==> src/rtl/uart_loopback_fifo.sv <==
// Buffered UART echo: uart_rx -> FIFO -> uart_tx, with sticky overflow/frame-error flags.
// Optional UART_LOOPBACK_DROP_CNT_EN adds saturating drop and frame-error counters.

module uart_tx #(
  parameter int DATA_WIDTH = 8
) (
  input  logic                  clk,
  input  logic                  rst,
  input  logic [DATA_WIDTH-1:0] s_axis_tdata,
  input  logic                  s_axis_tvalid,
  output logic                  s_axis_tready,
  output logic                  txd,
  output logic                  busy,
  input  logic [15:0]           prescale
);
  localparam int BW = $clog2(DATA_WIDTH + 2);

  logic [DATA_WIDTH:0] shift_r;
  logic [BW-1:0]       bit_cnt_r;
  logic [18:0]         cnt_r;
  logic                txd_r;
  logic                busy_r;

  assign s_axis_tready = !busy_r;
  assign txd           = txd_r;
  assign busy          = busy_r;

  // Frame serializer: start bit on accept, then data LSB first, then stop bit.
  always_ff @(posedge clk) begin
    if (rst) begin
      shift_r   <= {(DATA_WIDTH+1){1'b0}};
      bit_cnt_r <= {BW{1'b0}};
      cnt_r     <= 19'd0;
      txd_r     <= 1'b1;
      busy_r    <= 1'b0;
    end else if (!busy_r) begin
      if (s_axis_tvalid) begin
        busy_r    <= 1'b1;
        txd_r     <= 1'b0;
        shift_r   <= {1'b1, s_axis_tdata};
        bit_cnt_r <= BW'(DATA_WIDTH + 1);
        cnt_r     <= {prescale, 3'b000} - 19'd1;
      end
    end else if (cnt_r != 19'd0) begin
      cnt_r <= cnt_r - 19'd1;
    end else if (bit_cnt_r != {BW{1'b0}}) begin
      txd_r     <= shift_r[0];
      shift_r   <= {1'b0, shift_r[DATA_WIDTH:1]};
      bit_cnt_r <= bit_cnt_r - BW'(1);
      cnt_r     <= {prescale, 3'b000} - 19'd1;
    end else begin
      busy_r <= 1'b0;
    end
  end
endmodule

module uart_rx #(
  parameter int DATA_WIDTH = 8
) (
  input  logic                  clk,
  input  logic                  rst,
  output logic [DATA_WIDTH-1:0] m_axis_tdata,
  output logic                  m_axis_tvalid,
  input  logic                  m_axis_tready,
  input  logic                  rxd,
  output logic                  busy,
  output logic                  frame_error,
  input  logic [15:0]           prescale
);
  localparam int BW = $clog2(DATA_WIDTH + 1);

  typedef enum logic [1:0] {RX_IDLE, RX_START, RX_DATA, RX_STOP} rx_state_t;

  rx_state_t             state_r;
  logic                  rxd_r;
  logic                  rxd_d_r;
  logic [18:0]           cnt_r;
  logic [BW-1:0]         bit_cnt_r;
  logic [DATA_WIDTH-1:0] data_r;
  logic                  tvalid_r;
  logic                  ferr_r;

  assign m_axis_tdata  = data_r;
  assign m_axis_tvalid = tvalid_r;
  assign frame_error   = ferr_r;
  assign busy          = (state_r != RX_IDLE);

  // Receiver FSM: falling edge starts a frame, every bit is sampled mid-cell.
  always_ff @(posedge clk) begin
    if (rst) begin
      state_r   <= RX_IDLE;
      rxd_r     <= 1'b1;
      rxd_d_r   <= 1'b1;
      cnt_r     <= 19'd0;
      bit_cnt_r <= {BW{1'b0}};
      data_r    <= {DATA_WIDTH{1'b0}};
      tvalid_r  <= 1'b0;
      ferr_r    <= 1'b0;
    end else begin
      rxd_r   <= rxd;
      rxd_d_r <= rxd_r;
      ferr_r  <= 1'b0;
      if (tvalid_r && m_axis_tready) begin
        tvalid_r <= 1'b0;
      end
      case (state_r)
        RX_IDLE: begin
          if (rxd_d_r && !rxd_r) begin
            cnt_r   <= {1'b0, prescale, 2'b00} - 19'd1;
            state_r <= RX_START;
          end
        end
        RX_START: begin
          if (cnt_r != 19'd0) begin
            cnt_r <= cnt_r - 19'd1;
          end else if (!rxd_r) begin
            cnt_r     <= {prescale, 3'b000} - 19'd1;
            bit_cnt_r <= BW'(DATA_WIDTH);
            state_r   <= RX_DATA;
          end else begin
            state_r <= RX_IDLE;
          end
        end
        RX_DATA: begin
          if (cnt_r != 19'd0) begin
            cnt_r <= cnt_r - 19'd1;
          end else begin
            data_r    <= {rxd_r, data_r[DATA_WIDTH-1:1]};
            cnt_r     <= {prescale, 3'b000} - 19'd1;
            bit_cnt_r <= bit_cnt_r - BW'(1);
            if (bit_cnt_r == BW'(1)) begin
              state_r <= RX_STOP;
            end
          end
        end
        RX_STOP: begin
          if (cnt_r != 19'd0) begin
            cnt_r <= cnt_r - 19'd1;
          end else begin
            tvalid_r <= rxd_r;
            ferr_r   <= !rxd_r;
            state_r  <= RX_IDLE;
          end
        end
        default: state_r <= RX_IDLE;
      endcase
    end
  end
endmodule

module uart_loopback_fifo #(
  parameter int DATA_WIDTH = 8,
  parameter int FIFO_DEPTH = 16,
  localparam int CW = $clog2(FIFO_DEPTH) + 1
) (
  input  logic          clk,
  input  logic          rst,
  input  logic          rx_i,
  output logic          tx_o,
  input  logic [15:0]   prescale_i,
  input  logic          echo_en_i,
  input  logic          clr_status_i,
  output logic [CW-1:0] fifo_count_o,
  output logic          overflow_o,
  output logic          frame_err_o,
  output logic          busy_o
`ifdef UART_LOOPBACK_DROP_CNT_EN
  ,
  output logic [7:0]    drop_cnt_o,
  output logic [7:0]    ferr_cnt_o
`endif
);
  localparam int AW = $clog2(FIFO_DEPTH);

  logic [DATA_WIDTH-1:0] mem_r [FIFO_DEPTH];
  logic [AW-1:0]         wr_ptr_r;
  logic [AW-1:0]         rd_ptr_r;
  logic [CW-1:0]         count_r;
  logic                  overflow_r;
  logic                  frame_err_r;
  logic [DATA_WIDTH-1:0] rx_data_s;
  logic                  rx_valid_s;
  logic                  rx_busy_s;
  logic                  rx_ferr_s;
  logic                  tx_ready_s;
  logic                  tx_busy_s;
  logic                  full_s;
  logic                  empty_s;
  logic                  tx_valid_s;
  logic                  push_s;
  logic                  pop_s;
  logic                  drop_s;

  assign full_s     = (count_r == CW'(FIFO_DEPTH));
  assign empty_s    = (count_r == {CW{1'b0}});
  assign tx_valid_s = !empty_s && echo_en_i;
  assign pop_s      = tx_valid_s && tx_ready_s;
  // A full FIFO that is draining this cycle still has room for the incoming word.
  assign push_s     = rx_valid_s && (!full_s || pop_s);
  assign drop_s     = rx_valid_s && full_s && !pop_s;

  assign fifo_count_o = count_r;
  assign overflow_o   = overflow_r;
  assign frame_err_o  = frame_err_r;
  assign busy_o       = rx_busy_s || tx_busy_s || !empty_s;

  uart_rx #(.DATA_WIDTH(DATA_WIDTH)) u_rx (
    .clk           (clk),
    .rst           (rst),
    .m_axis_tdata  (rx_data_s),
    .m_axis_tvalid (rx_valid_s),
    .m_axis_tready (1'b1),
    .rxd           (rx_i),
    .busy          (rx_busy_s),
    .frame_error   (rx_ferr_s),
    .prescale      (prescale_i)
  );

  uart_tx #(.DATA_WIDTH(DATA_WIDTH)) u_tx (
    .clk           (clk),
    .rst           (rst),
    .s_axis_tdata  (mem_r[rd_ptr_r]),
    .s_axis_tvalid (tx_valid_s),
    .s_axis_tready (tx_ready_s),
    .txd           (tx_o),
    .busy          (tx_busy_s),
    .prescale      (prescale_i)
  );

  // FIFO storage: data array needs no reset, occupancy is tracked by pointers.
  always_ff @(posedge clk) begin
    if (push_s) begin
      mem_r[wr_ptr_r] <= rx_data_s;
    end
  end

  // FIFO pointers, occupancy and sticky status; a set event beats a clear.
  always_ff @(posedge clk) begin
    if (rst) begin
      wr_ptr_r    <= {AW{1'b0}};
      rd_ptr_r    <= {AW{1'b0}};
      count_r     <= {CW{1'b0}};
      overflow_r  <= 1'b0;
      frame_err_r <= 1'b0;
    end else begin
      if (push_s) begin
        wr_ptr_r <= wr_ptr_r + AW'(1);
      end
      if (pop_s) begin
        rd_ptr_r <= rd_ptr_r + AW'(1);
      end
      case ({push_s, pop_s})
        2'b10:   count_r <= count_r + CW'(1);
        2'b01:   count_r <= count_r - CW'(1);
        default: count_r <= count_r;
      endcase
      if (drop_s) begin
        overflow_r <= 1'b1;
      end else if (clr_status_i) begin
        overflow_r <= 1'b0;
      end
      if (rx_ferr_s) begin
        frame_err_r <= 1'b1;
      end else if (clr_status_i) begin
        frame_err_r <= 1'b0;
      end
    end
  end

`ifdef UART_LOOPBACK_DROP_CNT_EN
  logic [7:0] drop_cnt_r;
  logic [7:0] ferr_cnt_r;

  assign drop_cnt_o = drop_cnt_r;
  assign ferr_cnt_o = ferr_cnt_r;

  function automatic logic [7:0] sat_inc(input logic [7:0] v);
    return (v == 8'hFF) ? v : v + 8'd1;
  endfunction

  // Saturating event counters; an event coinciding with a clear counts as one.
  always_ff @(posedge clk) begin
    if (rst) begin
      drop_cnt_r <= 8'd0;
      ferr_cnt_r <= 8'd0;
    end else begin
      if (drop_s) begin
        drop_cnt_r <= clr_status_i ? 8'd1 : sat_inc(drop_cnt_r);
      end else if (clr_status_i) begin
        drop_cnt_r <= 8'd0;
      end
      if (rx_ferr_s) begin
        ferr_cnt_r <= clr_status_i ? 8'd1 : sat_inc(ferr_cnt_r);
      end else if (clr_status_i) begin
        ferr_cnt_r <= 8'd0;
      end
    end
  end
`endif
endmodule
==> config.mk <==
export PLATFORM = sky130hd
export DESIGN_NAME = uart_loopback_fifo
export DESIGN_NICKNAME = d
export VERILOG_FILES = /design/src/rtl/uart_loopback_fifo.sv
export SDC_FILE = /design/constraint.sdc
export NUM_CORES = 1
export LEC_CHECK = 0
export CAP_MARGIN = 25
export CORE_ASPECT_RATIO = 1.25
export CORE_MARGIN = 2
export CORE_UTILIZATION = 40
export CTS_BUF_LIST = sky130_fd_sc_hd__clkbuf_16
export CTS_CLUSTER_DIAMETER = 40
export DETAILED_ROUTE_END_ITERATION = 7
export PLACE_DENSITY_LB_ADDON = 0.3
export SYNTH_ARGS = -nofsm -noshare
export SYNTH_HDL_FRONTEND = slang
export SYNTH_SLANG_ARGS = --single-unit
==> constraint.sdc <==
create_clock -name clk -period 2.84 [get_ports clk]
set_input_delay 0.852 -clock clk [delete_from_list [all_inputs] [get_ports clk]]
set_output_delay 0.852 -clock clk [all_outputs]
set_load 0.005 [all_outputs]
==> qor.txt, run 1 <==
result of the run - complete, no violations
count of input and output buffers - 29
detailed-routing iteration count for the pre-antenna-repair pass - 5
Async S/R FF share, synth - 0%
GRT Util Overall - 18.9%
slew at the pin closest to its max-slew limit - 0.693 ns
share of synthesized area occupied by flip-flops and latches - 55.3%
number of nets in the synthesized netlist - 936
internal power component - 7.47 mW
count of distinct cell types in the synthesized netlist - 68
count of placed standard cells including taps - 1,299
CP Class - reg2out
maximum resistive drop on vdd - 0.000569 V
type of element launching the critical path - flop
area overhead of the layout relative to synthesis - 23.2%
unrepaired setup endpoints after global routing - no
combinational cell fraction of total power - 31.0%
core area - 0.0251 mm2
worst hold margin - 0.438 ns
count leader, synth - sky130_fd_sc_hd__edfxtp_1
register bit count reported by yosys - 218
antenna violations before repair - 0
fraction of met3 tracks used by global routing - 2.50%
worst path cell trace - or4_4 -> or4_1 -> buf_2
leakage - 4.42 nW
met2 demand-to-capacity share in global routing - 34.5%
full die area - 0.0268 mm2
biggest cell delay along the critical path - 0.52 ns
vias per cell - 5.47
kind of end point of the critical path - output pin
area of all placed cells without fillers - 0.0126 mm2
pin count of the biggest net entering global routing - 73
Final Cycle Share - 97.8%
Final HPWL DP - 16.9 mm
biggest area contributors in the synthesized netlist - sky130_fd_sc_hd__edfxtp_1, sky130_fd_sc_hd__dfxtp_1, sky130_fd_sc_hd__mux4_2
count of warnings emitted by yosys - 0
die height - 183 um
post-detailed-placement cell area - 0.0115 mm2
number of buffers on the longest clock path - 3
register-to-register path setup slack - 0.26 ns
die width - 147 um
number of hold violations in the final report - 0
non-filler instance count after layout - 1,356
highest attainable clock frequency - 0.360 GHz
Fill cells - 2,248
number of cells produced by synthesis - 895
H-tree depth reported by CTS - 1
final weighted congestion of routability-driven global placement - 0.889
Antenna Cells - 0
global-route wire length before repair - 40.4 mm
share of final-layout standard cells stronger than drive strength 1 - 18.7%
top flip-flop cell by instance count after synthesis - sky130_fd_sc_hd__edfxtp_1
net switching share of the total power - 34.0%
required time reported for the critical path endpoint - 1.99 ns
total wire length after detailed routing - 25.0 mm
area taken by multi-input logic gates - 0.00424 mm2
class of the most critical hold timing path - reg2reg
master cell of the clock root buffer - sky130_fd_sc_hd__clkbuf_16
per-instance average area after synthesis - 11.4 um2
number of nets still failing antenna checks after routing - 0
vias after detailed routing - 7,421
Clock Latency Late Sink - 0.55 ns
cell accounting for the most synthesized area - sky130_fd_sc_hd__edfxtp_1
Max Transition Viols Final - 0
most used routing layer in global routing - met2
tightest slew margin relative to the limit - 53.8%
critical path arrival - 1.92 ns
number of rows created at floorplan - 65
relative contribution of sequential cells to total power - 34.7%
Net Switching - 3.84 mW
post-synthesis instance area - 0.0102 mm2
routed length per placed instance - 18.4 um
clock tree from TritonCTS - yes
number of global-route vias before repair - 7,648
number of enable-type register cells in the synthesized netlist - 128
reported max-cap violation count - 0
gr ovfl total - 0
leading post-synthesis cells by instance count - sky130_fd_sc_hd__edfxtp_1, sky130_fd_sc_hd__dfxtp_1, sky130_fd_sc_hd__nand2_1
Sequential Area - 0.00565 mm2
share of Yosys cell area claimed by the top area cell type - 37.7%
clock slew at reported path FFs - 0.05 ns
First DRT Iteration DRCs - 416
Hold Buf Count CTS - 0
count of boundary I/O pins - 30
number of endpoints failing setup at the final stage - 0
total CTS buffers - 31
Min Clock Period, post-route - 2.78 ns
relative contribution of the clock network to total power - 34.3%
CP max FO - 2
starting density of the core - 40.6%
count of unresolved DRC violations after routing - 0
NumNets Final - 1,038
total number of clock tree sinks - 218
power density over the cells - 900 mW/mm2
Final Skew - 0.0109 ns
fraction of met1 tracks used by global routing - 22.6%
worst-path cell with the longest stage delay - sky130_fd_sc_hd__or4_4
-- final cells by class --
cell class / instances / share of cell area, %
well taps: 335 / 3.34
clock inverters: 25 / 2.10
repair buffers: 116 / 8.52
inverters: 34 / 1.02
flip-flops and latches: 218 / 44.9
clock buffers: 32 / 6.37
multi-input cells: 596 / 33.7
-- worst max-delay path: cells and delay by family (launching register included) --
kind | cells | cell delay, ns
flops | 1 | 0.30
simple gates | 2 | 0.93
buf+inv | 1 | 0.15
-- sequential cells by signal (all words and copies together) (netlist names), 4 cells and up, named ones only --
| register | cells |
|---|---|
| u_tx.bit_cnt_r | 4 |
| u_rx.bit_cnt_r | 4 |
| rd_ptr_r | 4 |
| u_tx.cnt_r | 19 |
| mem_r | 128 |
| fifo_count_o | 5 |
| wr_ptr_r | 4 |
| u_tx.shift_r | 9 |
| u_rx.m_axis_tdata | 8 |
| u_rx.cnt_r | 19 |
-- per-stage QoR --
step	worst slack (ns)	power, mW	utilization (%)	TNS [ns]
finish	0.0638	11.3	50.0	0
detailed placement	-0.0905	7.46	45.8	-0.239
global route	0.0109	11.9	50.0	0
floorplan	0.0493	6.31	-	0
global placement	-0.0704	7.40	45.8	-0.118
CTS	0.0248	11.4	50.0	0
-- timing repair --
item | CTS | global route
hold endpoints to repair | 0 | 0
gates cloned | 0 | 0
resized for setup | 4 | 1
setup endpoints to repair | 1 | 1
buffers inserted | 0 | 0
pin swaps | 0 | 0
-- metal layers --
metal / part of all wire [%] / wire length, um
met5: 0 / 0
met4: 3.3 / 820
met3: 4.1 / 1030
met2: 52 / 13000
met1: 41 / 10100
-- worst paths after layout --
check | depth (start not counted) | end | startpoint
worst min-delay path | 2 | frame_err_o | u_rx.frame_error
worst max-delay path | 3 | busy_o | fifo_count_o[0]
worst max register to register | 9 | u_rx.cnt_r[15] | u_rx.cnt_r[0]
worst min register to register | 2 | frame_err_o | u_rx.frame_error
-- logic make-up (layout without fill, tap and decap cells) --
| logic type | after synthesis | count (layout) | synth area share [%] |
|---|---|---|---|
| simple gates | 301 | 301 | 15.0 |
| flops | 218 | 218 | 55.3 |
| compound gates | 191 | 191 | 12.3 |
| buf+inv | 81 | 207 | 3.19 |
| xor+xnor | 42 | 42 | 3.61 |
| mux | 42 | 42 | 8.04 |
| fa+ha+maj | 20 | 20 | 2.53 |
-- power groups by stage --
stage	combinational [mW]	clock [mW]	sequential [mW]
after floorplan	2.40	0	3.92
after global placement	3.43	0	3.97
after detailed placement	3.48	0	3.97
after CTS	3.49	3.96	3.91
after global routing	3.90	4.09	3.96
final	3.50	3.88	3.92
-- placed cells by master, fill, tap and decap left out, types with 6 or more instances in the layout --
master                            instances
sky130_fd_sc_hd__mux2i_1                 10
sky130_fd_sc_hd__nor4_1                  13
sky130_fd_sc_hd__o211ai_1                 7
sky130_fd_sc_hd__nor3_1                  44
sky130_fd_sc_hd__clkbuf_16               32
sky130_fd_sc_hd__nand3_1                 26
sky130_fd_sc_hd__clkdlybuf4s50_1         27
sky130_fd_sc_hd__nand4_1                  9
sky130_fd_sc_hd__buf_4                   76
sky130_fd_sc_hd__buf_12                  11
sky130_fd_sc_hd__xnor2_1                 17
sky130_fd_sc_hd__and2_1                   9
sky130_fd_sc_hd__nor2b_1                 10
sky130_fd_sc_hd__inv_1                   37
sky130_fd_sc_hd__or3_1                    9
sky130_fd_sc_hd__ha_1                    19
sky130_fd_sc_hd__a31oi_1                 13
sky130_fd_sc_hd__edfxtp_1               128
sky130_fd_sc_hd__a211oi_1                31
sky130_fd_sc_hd__xor2_1                  25
sky130_fd_sc_hd__mux4_2                  32
sky130_fd_sc_hd__a221oi_1                 6
sky130_fd_sc_hd__o21ai_0                 43
sky130_fd_sc_hd__a21oi_1                 51
sky130_fd_sc_hd__inv_6                    7
sky130_fd_sc_hd__nor2_1                  66
sky130_fd_sc_hd__nor3b_1                  6
sky130_fd_sc_hd__nand2_1                 74
sky130_fd_sc_hd__dfxtp_1                 89
Note: power is estimated with default switching activity, not from simulation.
==> inputs of run 2 (changes only) <==
--- a/config.mk
+++ b/config.mk
@@ -12,7 +12,7 @@
 export CTS_BUF_LIST = sky130_fd_sc_hd__clkbuf_16
 export CTS_CLUSTER_DIAMETER = 40
 export DETAILED_ROUTE_END_ITERATION = 7
-export PLACE_DENSITY_LB_ADDON = 0.3
+export PLACE_DENSITY_LB_ADDON = 0.08
 export SYNTH_ARGS = -nofsm -noshare
 export SYNTH_HDL_FRONTEND = slang
 export SYNTH_SLANG_ARGS = --single-unit
==> run 2 against run 1 <==
Effect of this change:
- sequential share of layout area fell by 0.59 points
- final area grew 1.3%
- die area is the same
- wire length increased by 7.9%
- core utilization is 0.67 points higher
- largest power group is now the clock network
- cell count increased by 0.29%
- count of clock-buffer cells in the layout up 6
- non-clock buffer count up 1
- highest routed layer unchanged
- combinational power is 1% higher
- clock power up 14%
- hold slack improved by 0.024 ns
==> qor.txt, run 2 (synthesis gave the netlist of run 1 again) <==
result of the run - complete, no violations
GRT Util Overall - 20.5% (+1.6 points)
share of final-layout standard cells stronger than drive strength 1 - 18.7% (+0.025 points)
flip-flop count of the largest register, all copies and words added - 128 (unchanged)
Clock Latency Late Sink - 0.50 ns (-0.05 ns)
Routed met2 length - 14.0 mm (+7.8%)
most common cell after layout, fill and taps aside - sky130_fd_sc_hd__edfxtp_1
area overhead of the layout relative to synthesis - 24.8%
non-filler instance count after layout - 1,360 (+0.29%)
die width - 147 um (unchanged)
clock slew at reported path FFs - 0.05 ns (about the same)
relative contribution of the clock network to total power - 37.1% (+2.8 points)
Fill cells - 2,198 (-2.2%)
H-tree depth reported by CTS - 2 (+1)
met3 wire length - 1.10 mm (+5.9%)
gr ovfl total - 0 (unchanged)
antenna violations before repair - 0 (unchanged)
CP max FO - 2 (unchanged)
number of endpoints failing setup at the final stage - 0 (unchanged)
clock tree from TritonCTS - yes
setup TNS - 0 ns (unchanged)
Sequential Area - 0.00565 mm2 (unchanged)
maximum resistive drop on vdd - 0.000632 V (+11%)
final weighted congestion of routability-driven global placement - 0.887 (-0.31%)
starting density of the core - 40.6% (unchanged)
full die area - 0.0268 mm2 (unchanged)
type of element launching the critical path - flop
number of rows created at floorplan - 65 (unchanged)
power density over the cells - 933 mW/mm2 (+3.7%)
relative contribution of sequential cells to total power - 33.0% (-1.7 points)
setup slack of the critical path after layout - 0.0806 ns (+0.0168 ns)
area taken by multi-input logic gates - 0.00424 mm2 (unchanged)
Final Cycle Share - 97.2% (-0.59 points)
count of unresolved DRC violations after routing - 0 (unchanged)
reported max-cap violation count - 0 (unchanged)
master cell of the clock root buffer - sky130_fd_sc_hd__clkbuf_16
Final HPWL DP - 18.7 mm (+11%)
Min Clock Period, post-route - 2.76 ns (-0.0168 ns)
unrepaired setup endpoints after global routing - no
Top Layer Used - met4
post-detailed-placement cell area - 0.0115 mm2 (about the same)
class of the most critical hold timing path - reg2reg
leakage - 4.51 nW (+2.0%)
routed length per placed instance - 19.8 um (+7.5%)
final core utilization - 50.7% (+0.67 points)
internal power component - 8.06 mW (+7.9%)
met1 wire length - 10.9 mm (+7.8%)
number of buffers on the longest clock path - 3 (unchanged)
net switching share of the total power - 32.2% (-1.8 points)
vias per cell - 5.58 (+2.0%)
register with the highest flop count - mem_r
count of boundary I/O pins - 30 (unchanged)
core area - 0.0251 mm2 (unchanged)
Final Skew - 0.0263 ns (+0.0155 ns)
count of placed standard cells including taps - 1,300 (+0.077%)
area of all placed cells without fillers - 0.0127 mm2 (+1.3%)
required time reported for the critical path endpoint - 1.99 ns (about the same)
tightest slew margin relative to the limit - 48.6% (-5.2 points)
commonest non-fill, non-tap cells in the layout - sky130_fd_sc_hd__edfxtp_1, sky130_fd_sc_hd__dfxtp_1, sky130_fd_sc_hd__buf_4, sky130_fd_sc_hd__nand2_1, sky130_fd_sc_hd__nor2_1
number of global-route vias before repair - 7,910 (+3.4%)
die height - 183 um (unchanged)
highest attainable clock frequency - 0.362 GHz (+0.61%)
NumNets Final - 1,042 (+0.39%)
combinational cell fraction of total power - 29.8% (-1.2 points)
CP Class - reg2out
vias after detailed routing - 7,595 (+2.3%)
Antenna Cells - 0 (unchanged)
Max Transition Viols Final - 0 (unchanged)
critical path arrival - 1.91 ns (about the same)
total wire length after detailed routing - 27.0 mm (+7.9%)
number of hold violations in the final report - 0 (unchanged)
Net Switching - 3.82 mW (-0.40%)
count of input and output buffers - 29 (unchanged)
First DRT Iteration DRCs - 414 (-0.48%)
total number of clock tree sinks - 218 (unchanged)
registers with the highest flip-flop counts - mem_r: 128 flops, u_rx.cnt_r: 19 flops, u_tx.cnt_r: 19 flops
Worst Setup Slack post-DPL - -0.271 ns (-0.181 ns)
number of nets still failing antenna checks after routing - 0 (unchanged)
kind of end point of the critical path - output pin
number of setup buffers added after CTS - 0 (unchanged)
detailed-routing iteration count for the pre-antenna-repair pass - 5 (unchanged)
slew at the pin closest to its max-slew limit - 0.770 ns (+0.0770 ns)
total CTS buffers - 34 (+9.7%)
global-route wire length before repair - 43.1 mm (+6.8%)
pin count of the biggest net entering global routing - 42 (-42%)
[run 2: worst paths after layout]
kind,from,to,slack (ns),cells past startpoint
worst max register to register,u_rx.cnt_r[0],u_rx.cnt_r[15],0.23,9
worst min-delay path,overflow_o,overflow_o,0.46,2
worst min register to register,overflow_o,overflow_o,0.46,2
worst max-delay path,fifo_count_o[0],busy_o,0.08,3
[run 2: through the flow]
step | hold WS [ns] | power, mW
3_5_place_dp | 0.455 | 7.53
5_1_grt | 0.474 | 12.6
6_report | 0.462 | 11.9
3_3_place_gp | 0.451 | 7.45
2_1_floorplan | 0.413 | 6.31
4_1_cts | 0.461 | 12.0
[run 2: worst max-delay path, stage by stage, from the launching register on]
cell	delay [ns]
sky130_fd_sc_hd__dfxtp_1	0.30
sky130_fd_sc_hd__or4_4	0.55
sky130_fd_sc_hd__or4_1	0.41
sky130_fd_sc_hd__buf_2	0.14
[run 2: layout make-up]
cell class / instances / share of cell area [%]
clock buffer: 38 / 7.47
tap: 335 / 3.29
timing repair buffer: 117 / 8.47
multi-input combinational: 596 / 33.3
sequential: 218 / 44.3
inverter: 34 / 1.00
clock inverter: 22 / 2.15
[run 2: per-layer routing]
metal	GRT usage (%)	vias to the layer above
met1	23.6	3757
met2	37.4	185
li1	-	3601
met4	8.85	0
met5	0	-
met3	3.50	52
[run 2: timing repair]
action,4_1_cts,5_1_grt
gates resized for setup,5,0
hold buffers,0,0
setup endpoints to repair,1,1
hold endpoints to repair,0,0
pin swaps,2,2
[run 2: power by group through the flow]
stage	logic, mW	clock network, mW	registers [mW]
2_1_floorplan	2.40	0	3.92
3_3_place_gp	3.48	0	3.96
3_5_place_dp	3.55	0	3.98
4_1_cts	3.56	4.49	3.92
5_1_grt	3.93	4.65	3.97
6_report	3.55	4.41	3.93
==> inputs of run 3 (changes only) <==
--- a/config.mk
+++ b/config.mk
@@ -11,8 +11,9 @@
 export CORE_UTILIZATION = 40
 export CTS_BUF_LIST = sky130_fd_sc_hd__clkbuf_16
 export CTS_CLUSTER_DIAMETER = 40
+export CTS_CLUSTER_SIZE = 40
 export DETAILED_ROUTE_END_ITERATION = 7
-export PLACE_DENSITY_LB_ADDON = 0.08
+export PLACE_DENSITY = 0.59
 export SYNTH_ARGS = -nofsm -noshare
 export SYNTH_HDL_FRONTEND = slang
 export SYNTH_SLANG_ARGS = --single-unit
==> run 3 against run 2 <==
Effect of this change:
- combinational power is 3% lower
- final area fell by 2.3%
- clock skew down 0.0070 ns
- global-route usage decreased by 1.6 points
- maximum frequency down 0.73%
- critical endpoint unchanged
- largest power group is now registers
==> qor.txt, run 3 (synthesis gave the netlist of run 1 again) <==
result of the run - complete, no violations
slew at the pin closest to its max-slew limit - 0.742 ns (-0.0282 ns)
final weighted congestion of routability-driven global placement - 0.889 (+0.30%)
Min Clock Period, post-route - 2.78 ns (+0.0204 ns)
count of boundary I/O pins - 30 (unchanged)
register with the highest flop count - mem_r
Reg2Reg Depth - 8 (-1)
relative contribution of the clock network to total power - 32.4% (-4.7 points)
number of buffers on the longest clock path - 3 (unchanged)
unrepaired setup endpoints after global routing - no
Antenna Cells - 0 (unchanged)
core area - 0.0251 mm2 (unchanged)
setup slack of the critical path after layout - 0.0602 ns (-0.0204 ns)
Worst setup startpoint - fifo_count_o[0]
Final Skew - 0.0193 ns (-0.00705 ns)
Max Transition Viols Final - 0 (unchanged)
setup TNS - 0 ns (unchanged)
count of placed standard cells including taps - 1,297 (-0.23%)
Final Cycle Share - 97.9% (+0.72 points)
First DRT Iteration DRCs - 452 (+9.2%)
required time reported for the critical path endpoint - 1.99 ns (about the same)
class of the most critical hold timing path - reg2reg
vias after detailed routing - 7,379 (-2.8%)
share of final-layout standard cells stronger than drive strength 1 - 18.6% (-0.13 points)
leakage - 4.33 nW (-3.9%)
Hold Buf Count CTS - 0 (unchanged)
kind of end point of the critical path - output pin
antenna violations before repair - 0 (unchanged)
vias per cell - 5.46 (-2.2%)
NumNets Final - 1,034 (-0.77%)
area of all placed cells without fillers - 0.0124 mm2 (-2.3%)
Fill cells - 2,263 (+3.0%)
tightest slew margin relative to the limit - 50.5% (+1.9 points)
worst setup path endpoint - busy_o
RR Endpoint - u_tx.cnt_r[13]
CP Class - reg2out
fraction of met1 tracks used by global routing - 23.9% (+0.22 points)
die width - 147 um (unchanged)
pin count of the biggest net entering global routing - 48 (+14%)
number of nets still failing antenna checks after routing - 0 (unchanged)
starting density of the core - 40.6% (unchanged)
full die area - 0.0268 mm2 (unchanged)
CP max FO - 2 (unchanged)
number of endpoints failing setup at the final stage - 0 (unchanged)
count of input and output buffers - 29 (unchanged)
total number of clock tree sinks - 218 (unchanged)
post-layout power - 10.9 mW (-8.4%)
combinational cell fraction of total power - 31.5% (+1.7 points)
number of hold violations in the final report - 0 (unchanged)
flip-flop count of the largest register, all copies and words added - 128 (unchanged)
registers with the highest flip-flop counts - mem_r: 128 flops, u_rx.cnt_r: 19 flops, u_tx.cnt_r: 19 flops
die height - 183 um (unchanged)
met2 demand-to-capacity share in global routing - 33.7% (-3.7 points)
number of global-route vias before repair - 7,516 (-5.0%)
critical path arrival - 1.93 ns (+0.02 ns)
gr ovfl total - 0 (unchanged)
clock slew at reported path FFs - 0.06 ns (about the same)
area taken by multi-input logic gates - 0.00424 mm2 (unchanged)
most common cell after layout, fill and taps aside - sky130_fd_sc_hd__edfxtp_1
most used routing layer in global routing - met2
total wire length after detailed routing - 25.0 mm (-7.3%)
H-tree depth reported by CTS - 1 (-1)
master cell of the clock root buffer - sky130_fd_sc_hd__clkbuf_16
Net Switching - 3.83 mW (+0.11%)
reported max-cap violation count - 0 (unchanged)
global-route wire length before repair - 40.5 mm (-6.0%)
GRT Util Overall - 18.9% (-1.6 points)
highest attainable clock frequency - 0.360 GHz (-0.73%)
Final HPWL DP - 17.2 mm (-8.3%)
internal power component - 7.06 mW (-12%)
detailed-routing iteration count for the pre-antenna-repair pass - 7 (+2)
number of rows created at floorplan - 65 (unchanged)
fraction of met3 tracks used by global routing - 2.63% (-0.88 points)
commonest non-fill, non-tap cells in the layout - sky130_fd_sc_hd__edfxtp_1, sky130_fd_sc_hd__dfxtp_1, sky130_fd_sc_hd__buf_4, sky130_fd_sc_hd__nand2_1, sky130_fd_sc_hd__nor2_1
Sequential Area - 0.00565 mm2 (about the same)
maximum resistive drop on vdd - 0.000528 V (-16%)
total CTS buffers - 29 (-15%)
relative contribution of sequential cells to total power - 36.1% (+3.1 points)
startpoint of the lowest-slack register-to-register path - u_tx.cnt_r[0]
area overhead of the layout relative to synthesis - 21.9%
number of setup buffers added after CTS - 0 (unchanged)
net switching share of the total power - 35.2% (+3.0 points)
Clock Latency Late Sink - 0.54 ns (+0.04 ns)
post-detailed-placement cell area - 0.0115 mm2 (-0.41%)
power density over the cells - 875 mW/mm2 (-6.2%)
count of unresolved DRC violations after routing - 0 (unchanged)
register-to-register path setup slack - 0.38 ns (+0.15 ns)
clock tree from TritonCTS - yes
Worst Setup Slack post-DPL - -0.163 ns (+0.108 ns)
non-filler instance count after layout - 1,351 (-0.66%)
routed length per placed instance - 18.5 um (-6.6%)
type of element launching the critical path - flop
-- run 3: changes by cell type in the layout (fill, tap and decap cells not counted), sizes merged --
cell      delta
clkbuf       -9
buf          -3
bufinv       -6
clkinvlp     +4
inv          +6
clkinv       -1
-- run 3: through the flow --
| step | hold slack, ns | util (%) |
|---|---|---|
| after floorplan | 0.413 | - |
| after global placement | 0.430 | 45.6 |
| after detailed placement | 0.447 | 45.6 |
| after CTS | 0.460 | 49.5 |
| after global routing | 0.497 | 49.5 |
| final | 0.449 | 49.5 |
-- run 3: layer usage --
metal | up-vias | share of wire (%)
met2 | 170 | 51
met5 | - | 0
met4 | 0 | 2.6
li1 | 3588 | -
met1 | 3583 | 42
met3 | 38 | 4.2
-- run 3: what timing repair did --
| action | 4_1_cts | 5_1_grt |
|---|---|---|
| setup endpoints to repair | 1 | 1 |
| resized for setup | 5 | 1 |
| pin swaps | 1 | 1 |
-- run 3: cell type report --
cell class | count | area share, %
Clock inverter | 25 | 1.98
Tap cell | 335 | 3.37
Timing Repair Buffer | 114 | 8.29
Sequential cell | 218 | 45.4
Multi-Input combinational cell | 596 | 34.1
Inverter | 34 | 1.03
Clock buffer | 29 | 5.84
-- run 3: worst min path at each step --
| stage | start | end | slack (ns) | cells past startpoint |
|---|---|---|---|---|
| after floorplan | u_rx.frame_error | frame_err_o | 0.41 | 2 |
| after global routing | u_rx.frame_error | frame_err_o | 0.50 | 2 |
| after global placement | u_rx.frame_error | frame_err_o | 0.43 | 2 |
| after CTS | u_rx.frame_error | frame_err_o | 0.46 | 2 |
| after detailed placement | u_rx.frame_error | frame_err_o | 0.45 | 2 |
| final | u_rx.frame_error | frame_err_o | 0.45 | 2 |
-- run 3: critical path: stages (launching register included) --
cell	delay, ns
sky130_fd_sc_hd__dfxtp_1	0.32
sky130_fd_sc_hd__or4_4	0.55
sky130_fd_sc_hd__or4_1	0.39
sky130_fd_sc_hd__buf_2	0.14
-- run 3: power by group through the flow --
| stage | Clock [mW] | Combinational, mW | Sequential, mW |
|---|---|---|---|
| final | 3.53 | 3.43 | 3.93 |
| after global routing | 3.77 | 3.82 | 3.98 |
| after CTS | 3.62 | 3.43 | 3.92 |
| after detailed placement | 0 | 3.42 | 3.98 |
| after global placement | 0 | 3.40 | 3.98 |
| after floorplan | 0 | 2.40 | 3.92 |
